--- src/rtl/byteblast_pkg.sv ---
// Shared definitions for the program-RAM loader: FSM encoding and frame header default.
package byteblast_pkg;

  typedef enum logic [2:0] {
    ST_IDLE,
    ST_LEN,
    ST_DATA,
    ST_CHECK,
    ST_DONE,
    ST_ERROR
  } state_e;

  localparam logic [7:0] MAGIC_DEFAULT = 8'hB8;

endpackage

--- src/rtl/prog_loader.sv ---
// Writer side of the program RAM: receives a MAGIC/LEN/payload/CHK frame and
// writes the payload from address 0, then releases the CPU once the checksum matches.
module prog_loader
  import byteblast_pkg::*;
#(
  parameter int unsigned           ADDR_WIDTH = 6,
  parameter int unsigned           DATA_WIDTH = 8,
  parameter logic [DATA_WIDTH-1:0] MAGIC      = DATA_WIDTH'(MAGIC_DEFAULT)
) (
  input  logic                  clk,
  input  logic                  reset,
  input  logic                  start,
  input  logic [DATA_WIDTH-1:0] in_data,
  input  logic                  in_valid,
  output logic                  in_ready,
  output logic                  ram_we,
  output logic [ADDR_WIDTH-1:0] ram_addr,
  output logic [DATA_WIDTH-1:0] ram_data,
  output logic                  cpu_run,
  output logic                  done,
  output logic                  error
);

  localparam int unsigned CNT_W = ADDR_WIDTH + 1;
  localparam int unsigned DEPTH = 1 << ADDR_WIDTH;

  state_e                  state_q;
  logic                    in_ready_q;
  logic                    ram_we_q;
  logic [ADDR_WIDTH-1:0]   ram_addr_q;
  logic [DATA_WIDTH-1:0]   ram_data_q;
  logic                    cpu_run_q;
  logic                    done_q;
  logic                    error_q;
  logic [CNT_W-1:0]        cnt_q;
  logic [DATA_WIDTH-1:0]   sum_q;
  logic [ADDR_WIDTH-1:0]   wptr_q;

  logic accept_c;
  logic len_bad_c;

  assign accept_c  = in_valid && in_ready_q;
  // A length must be non-zero and fit in the RAM; exactly DEPTH bytes is legal.
  assign len_bad_c = (in_data == '0) || (32'(in_data) > DEPTH);

  // Frame-parsing FSM; every output is registered alongside the state.
  always_ff @(posedge clk or negedge reset) begin
    if (!reset) begin
      state_q    <= ST_IDLE;
      in_ready_q <= 1'b0;
      ram_we_q   <= 1'b0;
      ram_addr_q <= '0;
      ram_data_q <= '0;
      cpu_run_q  <= 1'b0;
      done_q     <= 1'b0;
      error_q    <= 1'b0;
      cnt_q      <= '0;
      sum_q      <= '0;
      wptr_q     <= '0;
    end else begin
      ram_we_q <= 1'b0;
      case (state_q)
        ST_IDLE: begin
          in_ready_q <= 1'b1;
          if (accept_c && (in_data == MAGIC)) begin
            state_q <= ST_LEN;
          end
        end
        ST_LEN: begin
          if (accept_c) begin
            if (len_bad_c) begin
              state_q    <= ST_ERROR;
              in_ready_q <= 1'b0;
              error_q    <= 1'b1;
            end else begin
              state_q <= ST_DATA;
              cnt_q   <= CNT_W'(in_data);
              sum_q   <= '0;
              wptr_q  <= '0;
            end
          end
        end
        ST_DATA: begin
          if (accept_c) begin
            ram_we_q   <= 1'b1;
            ram_addr_q <= wptr_q;
            ram_data_q <= in_data;
            sum_q      <= sum_q + in_data;
            wptr_q     <= wptr_q + ADDR_WIDTH'(1);
            cnt_q      <= cnt_q - CNT_W'(1);
            if (cnt_q == CNT_W'(1)) begin
              state_q <= ST_CHECK;
            end
          end
        end
        ST_CHECK: begin
          if (accept_c) begin
            in_ready_q <= 1'b0;
            if (in_data == sum_q) begin
              state_q   <= ST_DONE;
              done_q    <= 1'b1;
              cpu_run_q <= 1'b1;
            end else begin
              state_q <= ST_ERROR;
              error_q <= 1'b1;
            end
          end
        end
        ST_DONE: begin
          if (start) begin
            state_q    <= ST_IDLE;
            done_q     <= 1'b0;
            cpu_run_q  <= 1'b0;
            in_ready_q <= 1'b1;
          end
        end
        ST_ERROR: begin
          if (start) begin
            state_q    <= ST_IDLE;
            error_q    <= 1'b0;
            in_ready_q <= 1'b1;
          end
        end
        default: begin
          state_q    <= ST_IDLE;
          in_ready_q <= 1'b0;
          cpu_run_q  <= 1'b0;
          done_q     <= 1'b0;
          error_q    <= 1'b0;
        end
      endcase
    end
  end

  assign in_ready = in_ready_q;
  assign ram_we   = ram_we_q;
  assign ram_addr = ram_addr_q;
  assign ram_data = ram_data_q;
  assign cpu_run  = cpu_run_q;
  assign done     = done_q;
  assign error    = error_q;

endmodule

--- config.mk ---
export PLATFORM = sky130hd
export DESIGN_NAME = prog_loader
export DESIGN_NICKNAME = d
export VERILOG_FILES = /design/src/rtl/byteblast_pkg.sv /design/src/rtl/prog_loader.sv
export SDC_FILE = /design/constraint.sdc
export NUM_CORES = 1
export LEC_CHECK = 0
export CAP_MARGIN = 40
export CORE_ASPECT_RATIO = 0.6
export CORE_MARGIN = 2
export CORE_UTILIZATION = 50
export DETAILED_ROUTE_END_ITERATION = 8
export MAX_ROUTING_LAYER = met4
export PLACE_DENSITY = 0.76
export REMOVE_ABC_BUFFERS = 1
export SYNTH_ARGS = -nofsm -noshare
export SYNTH_HDL_FRONTEND = slang
export SYNTH_SLANG_ARGS = --single-unit
--- constraint.sdc ---
create_clock -name clk -period 1.9 [get_ports clk]
set_input_delay 0.19 -clock clk [delete_from_list [all_inputs] [get_ports clk]]
set_output_delay 0.19 -clock clk [all_outputs]
set_load 0.1 [all_outputs]
### After elaboration in Yosys (flattened, before gate mapping)

Cells that the tools add are included.

* input bits: 12
* output and inout bits: 19
* latch bits: 0
* ROM bits: 0
* memory bits (writable): 0
* memories kept: 0
* logic and storage cells: 89
* register bits after elaboration: 42

* add/subtract/negate cells: 3
* bitwise gates (word level): 3
* divide/modulo/power cells: 0
* shift-type cells: 0
* $mul: 0
* reduce and logical (&&, ||, !) cells: 15
* equality and inequality tests: 20
* multiplexer cells: 37
* $lt $le $gt $ge: 1

Operators by type and width (number)
* $mux W8: 3
* $ne A2 B2 Y1 const B: 11
* $mux W3: 7
* $mux W7: 3
* $mux W6: 3
* $pmux W8 S2: 1
* $pmux W3 S5: 1
* $mux W1: 14
* $pmux W7 S2: 1
* $pmux W6 S2: 1
* $reduce_and A6 Y1: 2
* $add A8 B8 Y8: 1
* $eq A8 B8 Y1: 1
* $eq A8 B8 Y1 const B: 1
* $gt A8 B7 Y1 const B: 1
* $logic_not A8 Y1: 1
* $reduce_and A4 Y1: 2
* $eq A7 B1 Y1 const B: 1
* $sub A7 B1 Y7 const B: 1
* $add A6 B1 Y6 const B: 1
* $eq A3 B2 Y1 const B: 2
* $eq A3 B3 Y1 const B: 2
* $pmux W1 S5: 1
* $reduce_and A5 Y1: 1
* other kinds (13): 16

### Depth between registers and ports, before layout

Gate-level depths: netlist of the first run.

* depth after elaboration: 5
* depth in mapped cells: 7
* mapped depth without buffers: 7

### Worst setup path after synthesis of the first run

No wires, ideal clock.

* path kind: flip-flop to flip-flop
* start point: reg in_ready_q, in the netlist in_ready
* end point: reg cnt_q[1]
* setup time: 79 ps
* cell stages (with the launch flop): 6
* arrival: 2110 ps
* buffers on the path: 1
* setup slack: -290 ps
* cell sequence: dfrtp_1 > nand2_1 > or3_1 > clkbuf_1 > nor2_2 > mux2i_1

* cells in the longest elaborated chain, start to end: 3
* elaborated cells between the ends (all ways): 4

RTL lines
* start, declared: RTL line prog_loader.sv:28 `logic in_ready_q;`
* start signal, assigned: RTL line prog_loader.sv:50 `in_ready_q <= 1'b0;`
* start signal, assigned: RTL line prog_loader.sv:64 `in_ready_q <= 1'b1;`
* start signal, assigned: RTL line prog_loader.sv:73 `in_ready_q <= 1'b0;`
* $logic_and A1 B1 Y1 *: RTL line prog_loader.sv:42 `assign accept_c = in_valid && in_ready_q;`
* $ne A2 B2 Y1 (no source line)
* $reduce_and A4 Y1 (no source line) *
* end signal, assigned: RTL line prog_loader.sv:77 `cnt_q <= CNT_W'(in_data);`
* end signal, assigned: RTL line prog_loader.sv:90 `cnt_q <= cnt_q - CNT_W'(1);`
* end, declared: RTL line prog_loader.sv:35 `logic [CNT_W-1:0] cnt_q;`

Every way passes the cells marked *; elsewhere a longest branch is shown, timed or not.
A chain may end at the register's enable or synchronous reset.

### Worst setup path in the final report of the first run

* start point: reg sum_q[1]
* end point: reg sum_q[7]

* cells in the longest elaborated chain, start to end: 3

RTL lines
* start, declared: RTL line prog_loader.sv:36 `logic [DATA_WIDTH-1:0] sum_q;`
* start signal, assigned: RTL line prog_loader.sv:88 `sum_q <= sum_q + in_data;`
* $add A8 B8 Y8: RTL line prog_loader.sv:88
* $mux W8: RTL line prog_loader.sv:84 `if (accept_c) begin`
* $pmux W8 S2: RTL line prog_loader.sv:62 `case (state_q)`

No other way between the ends. The select of a mux whose other input is x is not followed.

==> results of run 1 <==
worst max-delay path by stage:
| stage | endpoint | slack, ns | depth (start not counted) |
|---|---|---|---|
| finish | sum_q[7]$_DFFE_PN0P_ | 0.02 | 6 |
| global placement | cnt_q[1]$_DFFE_PN0P_ | -0.40 | 6 |
| floorplan | wptr_q[5]$_DFFE_PN0P_ | -0.56 | 4 |
| CTS | sum_q[7]$_DFFE_PN0P_ | 0.0003 | 7 |
| global route | sum_q[7]$_DFFE_PN0P_ | -0.06 | 6 |
| detailed placement | sum_q[7]$_DFFE_PN0P_ | -0.48 | 8 |
power by group:
part	switching [W]	leakage [nW]	total (W)	internal, W
combinational	0.00178	0.925	0.00276	0.000985
sequential	0.000238	0.550	0.00140	0.00116
clock	0.000308	0.0524	0.000701	0.000393
total	0.00232	1.53	0.00486	0.00254
routing by layer:
metal,GRT usage,vias to the layer above,part of all wire
met3,0.07794,7,0.090
met1,0.4185,1033,0.50
met2,0.3292,101,0.40
met5,-,-,0
li1,-,1076,-
met4,0.04622,0,0.0086
logic make-up after synthesis:
logic type | Yosys count | synth area share
and+or+nand+nor | 106 | 0.2132
xor gates and xnor gates | 7 | 0.02593
AOI/OAI and AO/OA | 74 | 0.2085
buffers and inverters | 19 | 0.03756
adders and majority gates | 11 | 0.06138
DFF | 42 | 0.4444
muxes | 2 | 0.008995
layout make-up:
type	count	area (um2)
Multi-Input combinational cell	200	1371
Clock buffer	7	76.32
Sequential cell	42	1051
Timing Repair Buffer	78	615.6
Clock inverter	1	30.03
Inverter	7	26.28
Fill cell	356	1315
Tap cell	63	78.83
through the flow:
| stage | area, um2 | cells | setup WS (ns) | hold WS, ns | utilization |
|---|---|---|---|---|---|
| floorplan | 2302 | 249 | -0.5582 | -0.1056 | - |
| finish | 3249 | 398 | 0.01661 | 0.3320 | 0.7119 |
| global placement | 3002 | 390 | -0.4019 | 0.1912 | 0.6576 |
| CTS | 3141 | 399 | 0.0003133 | 0.3332 | 0.6880 |
| detailed placement | 3002 | 390 | -0.4827 | 0.1845 | 0.6576 |
| global route | 3249 | 398 | -0.05718 | 0.3662 | 0.7119 |
worst min-delay path, cell delays in order:
cell           delay (ns)
dlygate4sd2_1        0.29
nand2_1              0.07
nand2_1              0.04
layout by cell type, fill, tap and decap left out, drive strengths merged, types with 3 or more instances in the layout:
| cell type | count |
|---|---|
| o31ai | 4 |
| inv | 6 |
| o21a | 3 |
| a22o | 7 |
| o21bai | 3 |
| clkbuf | 7 |
| clkdlybuf4s50 | 4 |
| nand3 | 7 |
| nor2b | 3 |
| dfrtp | 42 |
| nor2 | 12 |
| buf | 67 |
| dlygate4sd2 | 6 |
| nand2 | 54 |
| nor3 | 12 |
| a21oi | 18 |
| ha | 10 |
| o21ai | 21 |
| a211oi | 3 |
| xnor2 | 5 |
| or3 | 6 |
registers in the layout (all words and copies together), names as in the netlist:
name and count:
ram_data 8, sum_q 8, cnt_q 7, ram_addr 6, wptr_q 6, state_q 3, done 1, error 1
in_ready 1, ram_we 1
repair_timing:
item                                    4_1_cts  5_1_grt
hold endpoints to repair                     20        0
gates resized for setup                      13       21
hold buffers                                  1        0
endpoints found under the setup margin       24        7
buffers inserted                              0        0
pin swaps                                     1        6
==> impl_metrics.toml, run 1 <==
[power]
peakVddDrop_mv = 0.9180
powerDensity_nw_per_um2 = 1496
finalPower_w = 0.004860
p_leak_nw = 1.527

[yosys]
seq_area_frac_synth = 0.4444
synth_common_cells = "nand2_1 (53), dfrtp_1 (42), o21ai_0 (21)"
syn_area_um2 = 2365
yosysTopAreaCell = "dfrtp_1"
synth_enable_flop_cells = 0
yosysTopAreaCellShare = 0.4444
netlist_instances = 261
syn_area_per_cell_um2 = 9.060
synth_seq_cells = 42
synth-async-reset-ratio = 1.000
synthMostInstantiatedCell = "nand2_1"
ys.flop_type = "dfrtp_1"
ys_types = 48
yosys_warnings = 0
synth_area_leaders = "dfrtp_1 (44%), nand2_1 (8.4%), ha_1 (5.3%)"

[place]
place_hpwl_mm = 4.710
port_buffers = 30
place.gp.congestion = 0.9554

[layout]
final_nets = 357
drive_gt1_frac = 0.2925
synthToLayoutAreaGrowth_pct = 37.41
n_antenna_cell = 0

[critical_path]
critPathMaxStageDelay_ns = 0.42
crit_start = "sum_q[1]$_DFFE_PN0P_"
ff2ff_setup_slack_ns = 0.02
cp_cell_sequence = "ha_4 > a211oi_4 > nor3_4 > mux2_4 > a211o_1 > o211ai_1"
arrival_ns = 2.10
ff2ff_path_depth = 6
critPathRequiredTime_ns = 2.11
slowest_stage = "dfrtp_1"
cp-end-kind = "flop"
path_delay_family = "compound AO/OA/AOI/OAI gates"
reg2reg_to = "sum_q[7]$_DFFE_PN0P_"
critical_path_peak_fanout = 3
critPathLaunchType = "flop"
criticalPathCategory = "reg -> reg"
worst-path-buf-inv = 0
reg2reg_from = "sum_q[1]$_DFFE_PN0P_"

[global_route]
antenna_found_initial = 0
overflow = 0
grt_pass1_wl_mm = 10.34
grt.total_usage = 0.2633
grt_pass1_vias = 2052
grt_max_degree = 23

[route]
route.detailed.drc = 0
vias_per_cell = 5.570
vias = 2217
firstDrtPassIters = 5
drt_iter0_markers = 164
drt-total-wl_mm = 6.517
final_antenna_net_count = 0
routedWlPerCell_um = 16.37

[die]
die_height_um = 57.27
num_rows = 19
fp.dieArea_um2 = 5314
core_um2 = 4564
fp.dieW_um = 92.79
io_pins = 31
start_util = 0.5181

[outcome]
outcome = "complete, no violations"

[timing]
tightest_slew_ns = 0.5035
fmax_mhz = 531.0
setup_violations = 0
drv_slew = 0
hold_violations = 0
fin_crit_sh = 0.9913
clock-skew-final_ns = 0.01120
min_period_ns = 1.883
rsz0062_at_grt = "yes"
slew_headroom = 0.6643
tns_ns = 0

[min_path]
hp-class = "in -> reg"
hold_depth = 3
min-delay-start = "in_data[3]"
hold_path_end = "ram_data[3]$_DFFE_PN0P_"

[cts]
htree_num_levels = 2
clock_sinks = 42
cts_buffers = 5
cts_tree = "done"
clk_path_buf_depth = 2
root_buffer = "clkbuf_8"
clk_latency_ns = 0.30
clk_pin_slew_ns = 0.08

[run]
cap_viol_max_count = 0
Note: power is estimated with default switching activity, not from simulation.
==> run 2: changes to the inputs <==
--- a/config.mk
+++ b/config.mk
@@ -7,7 +7,7 @@
 export LEC_CHECK = 0
 export CAP_MARGIN = 40
 export CORE_ASPECT_RATIO = 0.6
-export CORE_MARGIN = 2
+export CORE_MARGIN = 3
 export CORE_UTILIZATION = 50
 export DETAILED_ROUTE_END_ITERATION = 8
 export MAX_ROUTING_LAYER = met4
==> run 2 against run 1 <==
  * Setup slack barely moved
  * Routed wire length fell by 5.1%
  * Worst hold slack got worse by 0.036 ns
  * Largest cell class unchanged
  * Count of clock-buffer cells in the layout did not move
==> impl_metrics.toml, run 2 (synthesis results as in run 1) <==
[outcome]
outcome = "complete, no violations"

[die]
die_height_um = 59.27
core_um2 = 4324
fp.dieW_um = 94.79
num_rows = 18
fp.dieArea_um2 = 5618
io_pins = 31
start_util = 0.5469

[place]
dpl.cell_count = 380
place_hpwl_mm = 4.429
place.gp.congestion = 0.9743
place_worst_setup_slack_ns = -0.4535
port_buffers = 30

[global_route]
overflow = 0
grt_pass1_vias = 2045
grt_pass1_wl_mm = 10.09
antenna_found_initial = 0
grt.total_usage = 0.2447
grt_max_degree = 21

[critical_path]
criticalPathCategory = "in -> reg"
cp-end-kind = "flop"
cp_cell_sequence = "clkdlybuf4s50_1 > or3_4 > o21a_4 > o31ai_4 > nand2_2 > o31ai_1"
critPathLaunchType = "primary input"
slowest_stage = "clkdlybuf4s50_1"
crit_start = "in_data[1]"
critPathRequiredTime_ns = 2.10
critPathMaxStageDelay_ns = 0.42
critical_path_peak_fanout = 7
arrival_ns = 2.09
reg2reg_from = "sum_q[0]$_DFFE_PN0P_"

[cts]
cts_buffers = 5
clk_pin_slew_ns = 0.08
clk_latency_ns = 0.30
clock_sinks = 42
cts_tree = "done"
clk_path_buf_depth = 2
root_buffer = "clkbuf_8"
htree_num_levels = 2

[route]
vias = 2229
route.detailed.drc = 0
firstDrtPassIters = 5
drt_iter0_markers = 173
drt-total-wl_mm = 6.186
vias_per_cell = 5.686
final_antenna_net_count = 0
routedWlPerCell_um = 15.78

[min_path]
min-delay-start = "in_data[2]"
hp-class = "in -> reg"

[timing]
min_period_ns = 1.884
rsz0062_at_grt = "yes"
fmax_mhz = 530.9
slew_headroom = 0.6625
tightest_slew_ns = 0.5024
setup_violations = 0
tns_ns = 0
fin_ws_ns = 0.01626
fin_crit_sh = 0.9914
drv_slew = 0
clock-skew-final_ns = 0.007950
hold_violations = 0

[power]
p_leak_nw = 1.501
peakVddDrop_mv = 0.9759
powerDensity_nw_per_um2 = 1458

[layout]
multiInputGateArea_um2 = 1316
fin_cells = 392
drive_gt1_frac = 0.2741
final_cell_mix = "buf_4 (61), nand2_1 (53), dfrtp_1 (42)"
regArea_um2 = 1051
final_nets = 354
synthToLayoutAreaGrowth_pct = 33.07
final_common_cell = "buf_4"
fillCellCount = 354
n_antenna_cell = 0

[run]
cap_viol_max_count = 0
-- run 2: changes by cell type in the layout (fill, tap and decap cells not counted), sizes merged --
cell / before / now
clkdlybuf4s50: 4 / 5
dlygate4sd2: 6 / 5
buf: 67 / 63
nand2: 54 / 55
bufinv: 1 / 0
clkinv: 1 / 2
-- run 2: timing repair --
item	in CTS	in global routing
resized for setup	13	16
pin swaps	4	9
hold buffers	1	0
gates cloned	1	0
setup buffers	0	2
endpoints found under the hold margin	18	0
setup endpoints to repair	12	20
-- run 2: cell type report --
type                    count  area share
clock buffers               7     0.02744
clock inverters             1    0.001590
inverters                   7    0.008350
multi-input cells         201      0.4183
flip-flops and latches     42      0.3340
well taps                  60     0.02386
repair buffers             74      0.1865
-- run 2: metrics by stage --
step / cell area (um2) / hold WS (ns) / total power, W / utilization
global placement: 2945 / 0.1756 / 0.003816 / 0.6811
global route: 3147 / 0.2890 / 0.004890 / 0.7277
detailed placement: 2945 / 0.1802 / 0.003864 / 0.6811
finish: 3147 / 0.2956 / 0.004588 / 0.7277
floorplan: 2302 / -0.1056 / 0.003060 / -
CTS: 3082 / 0.2826 / 0.004506 / 0.7127
-- run 2: power by group --
group	switching, W	internal, W
clock	0.000299	0.000293
sequential	0.000224	0.00116
combinational	0.00170	0.000914
-- run 2: layer usage --
metal  GRT usage  part of all wire  vias to the layer above
li1            -                 -                     1070
met1      0.3517              0.48                     1025
met2      0.3447              0.40                      120
met3     0.06345              0.11                       14
met4     0.06160             0.013                        0
met5           -                 0                        -
-- run 2: path summary, 6_finish.rpt --
kind	to	slack, ns	cells past startpoint
worst max-delay path	sum_q[4]$_DFFE_PN0P_	0.02	6
worst min-delay path	ram_data[2]$_DFFE_PN0P_	0.30	3
worst max register to register	sum_q[6]$_DFFE_PN0P_	0.07	7
worst min register to register	ram_data[7]$_DFFE_PN0P_	0.48	2
max in group asynchronous	ram_addr[2]$_DFFE_PN0P_	0.92	3
min in group asynchronous	state_q[1]$_DFFE_PN0P_	0.40	2
-- run 2: critical path: cells and delay by family --
family,cells,cell delay (ns)
and+or+nand+nor,2,0.64
buffers and inverters,1,0.42
AOI/OAI and AO/OA,3,0.83
==> run 3: changes to the inputs <==
--- a/config.mk
+++ b/config.mk
@@ -10,9 +10,11 @@
 export CORE_MARGIN = 3
 export CORE_UTILIZATION = 50
 export DETAILED_ROUTE_END_ITERATION = 8
+export HOLD_SLACK_MARGIN = 0.02
 export MAX_ROUTING_LAYER = met4
 export PLACE_DENSITY = 0.76
 export REMOVE_ABC_BUFFERS = 1
+export SETUP_SLACK_MARGIN = 0.15
 export SYNTH_ARGS = -nofsm -noshare
 export SYNTH_HDL_FRONTEND = slang
 export SYNTH_SLANG_ARGS = --single-unit
==> run 3 against run 2 <==
  * Routed wire length grew 1.6%
  * Cell count grew 0.51%
  * Critical path type is now reg -> reg
  * Worst hold slack lost 0.16 ns
  * Critical path depth grew 1
  * Total power grew 2.5%
  * Setup slack gained 0.069 ns
  * Largest power group unchanged
  * Flip-flop and latch count is the same
  * Combinational power grew 3%
  * Largest cell class unchanged
  * Via count is essentially flat
  * Fmax grew 3.8%
==> impl_metrics.toml, run 3 (synthesis results as in run 1) <==
[outcome]
outcome = "complete, no violations"

[critical_path]
cp_cell_sequence = "ha_2 > fa_2 > a21o_1 > a21oi_2 > o21ai_1 > xor2_1 > a22o_1"
critPathLaunchType = "flop"
worst-path-buf-inv = 0
path_delay_family = "compound AO/OA/AOI/OAI gates"
slowest_stage = "dfrtp_1"
critPathRequiredTime_ns = 2.09
critPathMaxStageDelay_ns = 0.39
arrival_ns = 2.00
critical_path_peak_fanout = 2
cp-end-kind = "flop"
criticalPathCategory = "reg -> reg"

[route]
vias = 2231
drt-total-wl_mm = 6.285
route.detailed.drc = 0
drt_iter0_markers = 214
final_antenna_net_count = 0
routedWlPerCell_um = 15.95
firstDrtPassIters = 5
vias_per_cell = 5.662

[global_route]
antenna_found_initial = 0
grt.busiest_layer = "met2"
use_met2 = 0.3507
use_met3 = 0.08249
grt_pass1_wl_mm = 10.18
grt_pass1_vias = 2104
overflow = 0
use_met1 = 0.3452
grt.total_usage = 0.2487
grt_max_degree = 21

[cts]
cts_buffers = 5
clock_sinks = 42
clk_path_buf_depth = 2
htree_num_levels = 2
cts_tree = "done"
clk_pin_slew_ns = 0.08
clk_latency_ns = 0.30
root_buffer = "clkbuf_8"

[place]
place.gp.congestion = 0.9743
dpl.cell_count = 380
port_buffers = 30
place_hpwl_mm = 4.429

[layout]
fin_cells = 394
drive_gt1_frac = 0.3353
final_common_cell = "buf_4"
final_cell_mix = "buf_4 (62), nand2_1 (52), dfrtp_1 (41)"
synthToLayoutAreaGrowth_pct = 36.45
final_nets = 356
n_antenna_cell = 0

[die]
fp.dieW_um = 94.79
start_util = 0.5469
io_pins = 31
core_um2 = 4324
fp.dieArea_um2 = 5618
num_rows = 18
die_height_um = 59.27

[timing]
fmax_mhz = 551.2
hold_violations = 0
rsz0062_at_grt = "yes"
slew_headroom = 0.6681
clock-skew-final_ns = 0.01013
min_period_ns = 1.814
drv_slew = 0
timing.hold.ws_ns = 0.1325
setup_violations = 0
tightest_slew_ns = 0.4978
fin_crit_sh = 0.9549

[run]
cap_viol_max_count = 0

[power]
p_sw_w = 0.002284
peakVddDrop_mv = 1.025
powerDensity_nw_per_um2 = 1457
clockPowerShare = 0.128
p_sw_frac = 0.4858
p_leak_nw = 1.517
pwr-share-comb = 0.575
finalPower_w = 0.004701
p_int_w = 0.002417
p_seq_frac = 0.297

[min_path]
hp-class = "in -> reg"
## run 3: cell types whose count changed in the layout (fill, tap and decap cells not counted), sizes merged
| cell | previous run | this run |
|---|---|---|
| buf | 63 | 65 |
| dlygate4sd2 | 5 | 0 |
| clkbuf | 7 | 11 |
| clkdlybuf4s50 | 5 | 4 |
| clkdlybuf4s15 | 0 | 2 |
## run 3: layout make-up
| class | instances | area (um2) |
|---|---|---|
| clock buffers | 7 | 86.33 |
| flip-flops and latches | 42 | 1052 |
| inverters | 7 | 26.28 |
| well taps | 60 | 75.07 |
| repair buffers | 76 | 591.8 |
| multi-input cells | 201 | 1390 |
| fillers | 337 | 1097 |
| clock inverters | 1 | 5.005 |
## run 3: path summary, 6_finish.rpt
path / startpoint / cells past startpoint / slack, ns / endpoint
worst max-delay path: sum_q[0]$_DFFE_PN0P_ / 7 / 0.09 / sum_q[6]$_DFFE_PN0P_
worst min-delay path: in_data[2] / 3 / 0.13 / ram_data[2]$_DFFE_PN0P_
worst max register to register: sum_q[0]$_DFFE_PN0P_ / 7 / 0.09 / sum_q[6]$_DFFE_PN0P_
worst min register to register: ram_data[5]$_DFFE_PN0P_ / 2 / 0.48 / ram_data[5]$_DFFE_PN0P_
max in group asynchronous: reset / 3 / 0.91 / sum_q[1]$_DFFE_PN0P_
min in group asynchronous: reset / 2 / 0.40 / done$_DFFE_PN0P_
## run 3: power groups by stage
| stage | Sequential [W] | Combinational (W) | Clock (W) |
|---|---|---|---|
| 2_1_floorplan | 0.00216 | 0.000897 | 0 |
| 3_3_place_gp | 0.00138 | 0.00244 | 0 |
| 3_5_place_dp | 0.00138 | 0.00248 | 0 |
| 4_1_cts | 0.00138 | 0.00254 | 0.000615 |
| 5_1_grt | 0.00144 | 0.00290 | 0.000662 |
| 6_report | 0.00140 | 0.00270 | 0.000602 |
## run 3: worst reg2reg max path, cell delays in order, from the launching register on
cell and delay, ns:
dfrtp_1 0.39, ha_2 0.18, fa_2 0.35, a21o_1 0.19, a21oi_2 0.18, o21ai_1 0.10, xor2_1 0.16, a22o_1 0.17
## run 3: metal layers
metal	share of wire	vias to the layer above
li1	-	1071
met1	0.49	1055
met2	0.41	100
met3	0.091	5
met4	0.0064	0
met5	0	-
## run 3: timing repair
| item | 4_1_cts | 5_1_grt |
|---|---|---|
| resized for setup | 23 | 32 |
| hold buffers | 1 | 0 |
| pin swaps | 7 | 17 |
| buffers inserted | 1 | 3 |
| endpoints found under the setup margin | 26 | 19 |
| hold endpoints to repair | 18 | 0 |
| gates cloned | 0 | 1 |
## run 3: metrics by stage
step,TNS [ns],setup slack [ns],utilization,area (um2)
2_1_floorplan,-10.94,-0.5582,-,2302
3_3_place_gp,-7.584,-0.3882,0.6811,2945
3_5_place_dp,-8.009,-0.4535,0.6811,2945
4_1_cts,0,0.07704,0.7222,3123
5_1_grt,-0.005573,-0.005573,0.7462,3227
6_report,0,0.08568,0.7462,3227
